$ cat src/rtl/opdecode_fifo.sv
// opdecode_fifo: screens NOP/illegal shape codes and queues decoded commands in a DEPTH-entry FIFO.
// Defining OPDEC_ERRCNT_EN adds err_count, a saturating count of illegal commands accepted.
module opdecode_fifo #(
  parameter int CMD_W = 96,
  parameter int SHAPE_W = 4,
  parameter int COLOR_W = 16,
  parameter int NUM_SHAPES = 8,
  parameter int DEPTH = 4,
  localparam int OPDATA_W = CMD_W - SHAPE_W - COLOR_W,
  localparam int CNT_W = $clog2(DEPTH) + 1
) (
  input  logic                clk,
  input  logic                n_rst,
  input  logic                flush,
  input  logic                in_valid,
  input  logic [CMD_W-1:0]    in_cmd,
  output logic                in_ready,
  output logic                out_valid,
  input  logic                out_ready,
  output logic [SHAPE_W-1:0]  out_shape,
  output logic [COLOR_W-1:0]  out_color,
  output logic [OPDATA_W-1:0] out_opdata,
  output logic [CNT_W-1:0]    occupancy,
  output logic                illegal
`ifdef OPDEC_ERRCNT_EN
  ,
  output logic [7:0]          err_count
`endif
);
  localparam int AW = $clog2(DEPTH);
  logic [SHAPE_W-1:0] mem_shape [DEPTH];
  logic [COLOR_W-1:0] mem_color [DEPTH];
  logic [OPDATA_W-1:0] mem_opdata [DEPTH];
  logic [AW-1:0] wr_ptr, rd_ptr;
  logic [SHAPE_W-1:0] s;
  logic accept, nop, bad, push, pop;
  always_comb begin
    s = in_cmd[CMD_W-1 -: SHAPE_W];
    in_ready = occupancy != CNT_W'(DEPTH);
    out_valid = occupancy != '0;
    accept = in_valid && in_ready;
    nop = s == '0;
    bad = 32'(s) >= NUM_SHAPES;
    push = accept && !nop && !bad && !flush;
    pop = out_valid && out_ready && !flush;
    out_shape = out_valid ? mem_shape[rd_ptr] : '0;
    out_color = out_valid ? mem_color[rd_ptr] : '0;
    out_opdata = out_valid ? mem_opdata[rd_ptr] : '0;
  end
  // storage needs no reset: occupancy masks stale entries
  always_ff @(posedge clk)
    if (push) begin
      mem_shape[wr_ptr] <= s;
      mem_color[wr_ptr] <= in_cmd[CMD_W-SHAPE_W-1 -: COLOR_W];
      mem_opdata[wr_ptr] <= in_cmd[OPDATA_W-1:0];
    end
  always_ff @(posedge clk or negedge n_rst)
    if (!n_rst) begin
      wr_ptr <= '0;
      rd_ptr <= '0;
      occupancy <= '0;
      illegal <= 1'b0;
    end else if (flush) begin
      wr_ptr <= '0;
      rd_ptr <= '0;
      occupancy <= '0;
      illegal <= 1'b0;
    end else begin
      wr_ptr <= wr_ptr + AW'(push);
      rd_ptr <= rd_ptr + AW'(pop);
      occupancy <= occupancy + CNT_W'(push) - CNT_W'(pop);
      illegal <= accept && bad;
    end
`ifdef OPDEC_ERRCNT_EN
  always_ff @(posedge clk or negedge n_rst)
    if (!n_rst) err_count <= '0;
    else if (accept && bad && !flush && err_count != 8'hFF) err_count <= err_count + 8'd1;
`endif
endmodule
$ cat config.mk
export PLATFORM = sky130hd
export DESIGN_NAME = opdecode_fifo
export DESIGN_NICKNAME = d
export VERILOG_FILES = /design/src/rtl/opdecode_fifo.sv
export SDC_FILE = /design/constraint.sdc
export NUM_CORES = 1
export LEC_CHECK = 0
export ABC_AREA = 1
export BUFFER_PORTS_ARGS = -buffer_cell sky130_fd_sc_hd__buf_2
export CAP_MARGIN = 0
export CELL_PAD_IN_SITES_DETAIL_PLACEMENT = 0
export CELL_PAD_IN_SITES_GLOBAL_PLACEMENT = 1
export CORE_AREA = 3 3 189 191
export DETAILED_ROUTE_END_ITERATION = 16
export DIE_AREA = 0 0 192 194
export MAX_ROUTING_LAYER = met4
export PLACE_DENSITY = 0.83
export SYNTH_ARGS = -nofsm -noshare
export SYNTH_HDL_FRONTEND = slang
export SYNTH_SLANG_ARGS = --single-unit
$ cat constraint.sdc
create_clock -name clk -period 8.1 [get_ports clk]
set_clock_uncertainty 0.15 [all_clocks]
set_input_delay 0.81 -clock clk [delete_from_list [all_inputs] [get_ports clk]]
set_output_delay 0.81 -clock clk [all_outputs]
set_load 0.02 [all_outputs]
==> results.json <==
{
  "status": "finished clean",
  "cts_sinks": 392,
  "leakagePower_nw": 8.732,
  "switching_power_w": 0.001754,
  "fin_util_pct": 56.53,
  "gp_congestion": 0.7408,
  "viasPerCell": 4.793,
  "p_sw_share_pct": 32.32,
  "ioPinCount": 203,
  "max-clock-path-buffers": 3,
  "post-route-min-period_ps": 4546,
  "synth_fa_ha_area_share_pct": 0.4191,
  "layout.nets": 1866,
  "synth.distinct_cells": 20,
  "drt-pass1-iter-count": 5,
  "cts_tree": "yes",
  "finalSetupViolations": 0,
  "drv_slew": 0,
  "cts.htree.levels": 2,
  "overflow": 0,
  "seqPwrFrac_pct": 42.8,
  "start_kind": "flop",
  "cp.arrival_ps": 3590,
  "syn2layout_area_growth_pct": 15.95,
  "yosys_warnings": 0,
  "cts_root_buf": "clkbuf_16",
  "ant_nets": 0,
  "synth_top_family_by_area": "simple AND/OR/NAND/NOR gates",
  "detail_route.wl_per_cell_um": 16.16,
  "synth-xor-area-share_pct": 0.05239,
  "rsz0062_at_grt": "no",
  "clk_pin_slew_worst_paths_ps": 60,
  "yosys-top-cells-area": "edfxtp_1 (69%), inv_1 (8.9%), nand2_1 (8.9%), nand3_1 (5.8%), a21oi_1 (3.0%)",
  "crit_path_end_kind": "output port",
  "num_vias": 10799,
  "dieArea_um2": 37250,
  "synth-seq-cells": 392,
  "syn_inst": 1574,
  "drt-initial-drc-count": 737,
  "die_h_um": 194,
  "cts_buffers": 42,
  "clock_latency_ps": 530,
  "synth_area_um2": 16720,
  "tns_ps": 0,
  "crit_fanout": 109,
  "criticalPathCategory": "flop to output port",
  "dp_hpwl_mm": 19.93,
  "fin_cells": 2253,
  "synth_largest_area_cell": "edfxtp_1",
  "crit_path_max_incr_delay_ps": 840,
  "grt_pass1_wl_mm": 56.74,
  "cap_violations": 0,
  "dp_cells": 2170,
  "coreArea_um2": 34290,
  "start_util_pct": 48.76,
  "power_density_nw_per_um2": 279.9,
  "drc_errors": 0,
  "drive_above_1_share_pct": 15.47,
  "syn_nets": 1680,
  "routed_wl_mm": 36.41,
  "path_cells": "inv_6, buf_4, nand2_1, nand3_1, a21oi_1, buf_2",
  "hold_path_class": "input port to flop",
  "power_w": 0.005426,
  "fin_hold_ws_ps": 343.0,
  "grt_max_degree": 110,
  "worst_pin_slew_ps": 1184,
  "max_freq_mhz": 220.0,
  "track_usage_pct": 20.05,
  "synth-simple-area-share_pct": 15.07,
  "antenna_found_initial": 7,
  "die_w_um": 192,
  "grt_pass1_vias": 10644,
  "muxShareOfSynthArea_pct": 0,
  "critical_path_required_ps": 7140,
  "yosys.area.top_type_share_pct": 68.98,
  "ys_seq_area_share_pct": 70.17,
  "fillers": 2861,
  "combinationalPowerShare_pct": 24.6,
  "syn_area_per_cell_um2": 10.62,
  "crit_slowest_cell": "dfrtp_4",
  "synth_compound_area_share_pct": 3.039,
  "portBuffers": 202,
  "hold_viol": 0,
  "slew-limit-headroom_pct": 21.04,
  "fin_crit_sh_pct": 56.12,
  "p_int_w": 0.003672,
  "clkPwrFrac_pct": 32.5,
  "peakVddDrop_mv": 0.2281,
  "rows": 68
}
[worst max-delay path, delay by kind of cell (launching register included)]
kind / cells / cell delay [ps]
buffers and inverters: 3 / 1710
flip-flops: 1 / 840
AND/OR/NAND/NOR: 2 / 260
AO/OA/AOI/OAI: 1 / 100
[stage by stage]
step           instance area, µm²  worst slack [ps]
2_1_floorplan               16720              2204
3_3_place_gp                18070              4081
3_5_place_dp                18070              4019
4_1_cts                     19370              3435
5_1_grt                     19380              3245
6_report                    19380              3554
[state kept, by name (all words and copies together), names as in the netlist]
register,cells
wr_ptr,2
mem_color,64
illegal,1
mem_opdata,304
rd_ptr,2
mem_shape,16
occupancy,3
[timing repair]
item                                   in CTS  in global routing
hold buffers                                1                  0
endpoints found under the hold margin       8                  0
buffers inserted                            0                  0
gates resized for setup                     0                  0
[power groups by stage]
stage               logic (W)  clock network [W]  registers [W]
floorplan            0.000899                  0        0.00234
global placement      0.00135                  0        0.00236
detailed placement    0.00136                  0        0.00237
CTS                   0.00136            0.00181        0.00232
global route          0.00146            0.00189        0.00233
finish                0.00134            0.00177        0.00232
[layout by cell type (no fill, tap or decap)]
| cell | Yosys | layout |
|---|---|---|
| a21oi_1 | 99 | 99 |
| bufinv_16 | 0 | 1 |
| nor2_4 | 1 | 5 |
| clkinv_4 | 0 | 1 |
| nor2_1 | 14 | 10 |
| inv_4 | 0 | 1 |
| dfrtp_1 | 8 | 6 |
| inv_6 | 0 | 2 |
| fa_1 | 1 | 1 |
| clkinvlp_4 | 0 | 1 |
| buf_12 | 0 | 2 |
| clkbuf_16 | 0 | 45 |
| clkinv_2 | 0 | 5 |
| buf_2 | 54 | 202 |
| inv_1 | 396 | 396 |
| xnor2_1 | 1 | 1 |
| a21boi_0 | 1 | 1 |
| clkbuf_1 | 9 | 9 |
| edfxtp_1 | 384 | 384 |
| buf_4 | 6 | 10 |
| dfrtp_4 | 0 | 2 |
| clkinv_1 | 0 | 12 |
| nand3_1 | 193 | 193 |
| o21ai_0 | 1 | 1 |
| or2_1 | 1 | 1 |
| diode_2 | 0 | 7 |
| dlygate4sd3_1 | 0 | 1 |
| ha_1 | 4 | 4 |
| nand2_1 | 395 | 395 |
[routing by layer]
layer | vias up | global-route usage [%] | wire [µm]
li1 | 5367 | - | -
met1 | 5128 | 25.46 | 15420
met2 | 251 | 33.60 | 18380
met3 | 53 | 3.092 | 1924
met4 | 0 | 5.747 | 689
met5 | - | - | 0
[Yosys cell counts, drive strengths merged]
cell type and number:
o21ai 1, nand2 395, dfrtp 8, nand3 193, fa 1, inv 398, clkbuf 9, ha 4
edfxtp 384, or2 1, a21boi 1, buf 64, a21oi 99, nor2 15, xnor2 1
[worst paths after layout]
check | start | to | slack, ps | cells after the start
worst max-delay path | rd_ptr[0]$_DFF_PN0_ | out_opdata[66] | 3550 | 6
worst min-delay path | in_cmd[73] | mem_opdata[3][73]$_DFFE_PP_ | 340 | 1
worst max register to register | occupancy[1]$_DFF_PN0_ | occupancy[2]$_DFF_PN0_ | 4200 | 13
worst min register to register | wr_ptr[1]$_DFF_PN0_ | wr_ptr[1]$_DFF_PN0_ | 450 | 2
max in group asynchronous | n_rst | rd_ptr[0]$_DFF_PN0_ | 7060 | 2
min in group asynchronous | n_rst | illegal$_DFF_PN0_ | 520 | 2
[kinds of logic (layout without fill, tap and decap cells)]
kind of cell / after synthesis / count (layout)
fa+ha+maj: 5 / 5
simple gates: 604 / 604
flops: 392 / 392
xor+xnor: 1 / 1
other cells: 0 / 7
compound gates: 101 / 101
buf+inv: 471 / 688
[layout make-up]
cell class | count | area, µm² | share of cell area (%)
Antenna cell | 7 | 17.52 | 0.09037
Clock buffer | 54 | 1160 | 5.984
Clock inverter | 21 | 125.1 | 0.6455
Inverter | 398 | 1501 | 7.746
Multi-Input combinational cell | 711 | 3136 | 16.18
Sequential cell | 392 | 11740 | 60.56
Tap cell | 455 | 569.3 | 2.937
Timing Repair Buffer | 215 | 1136 | 5.861
(Power assumes the default switching activity.)
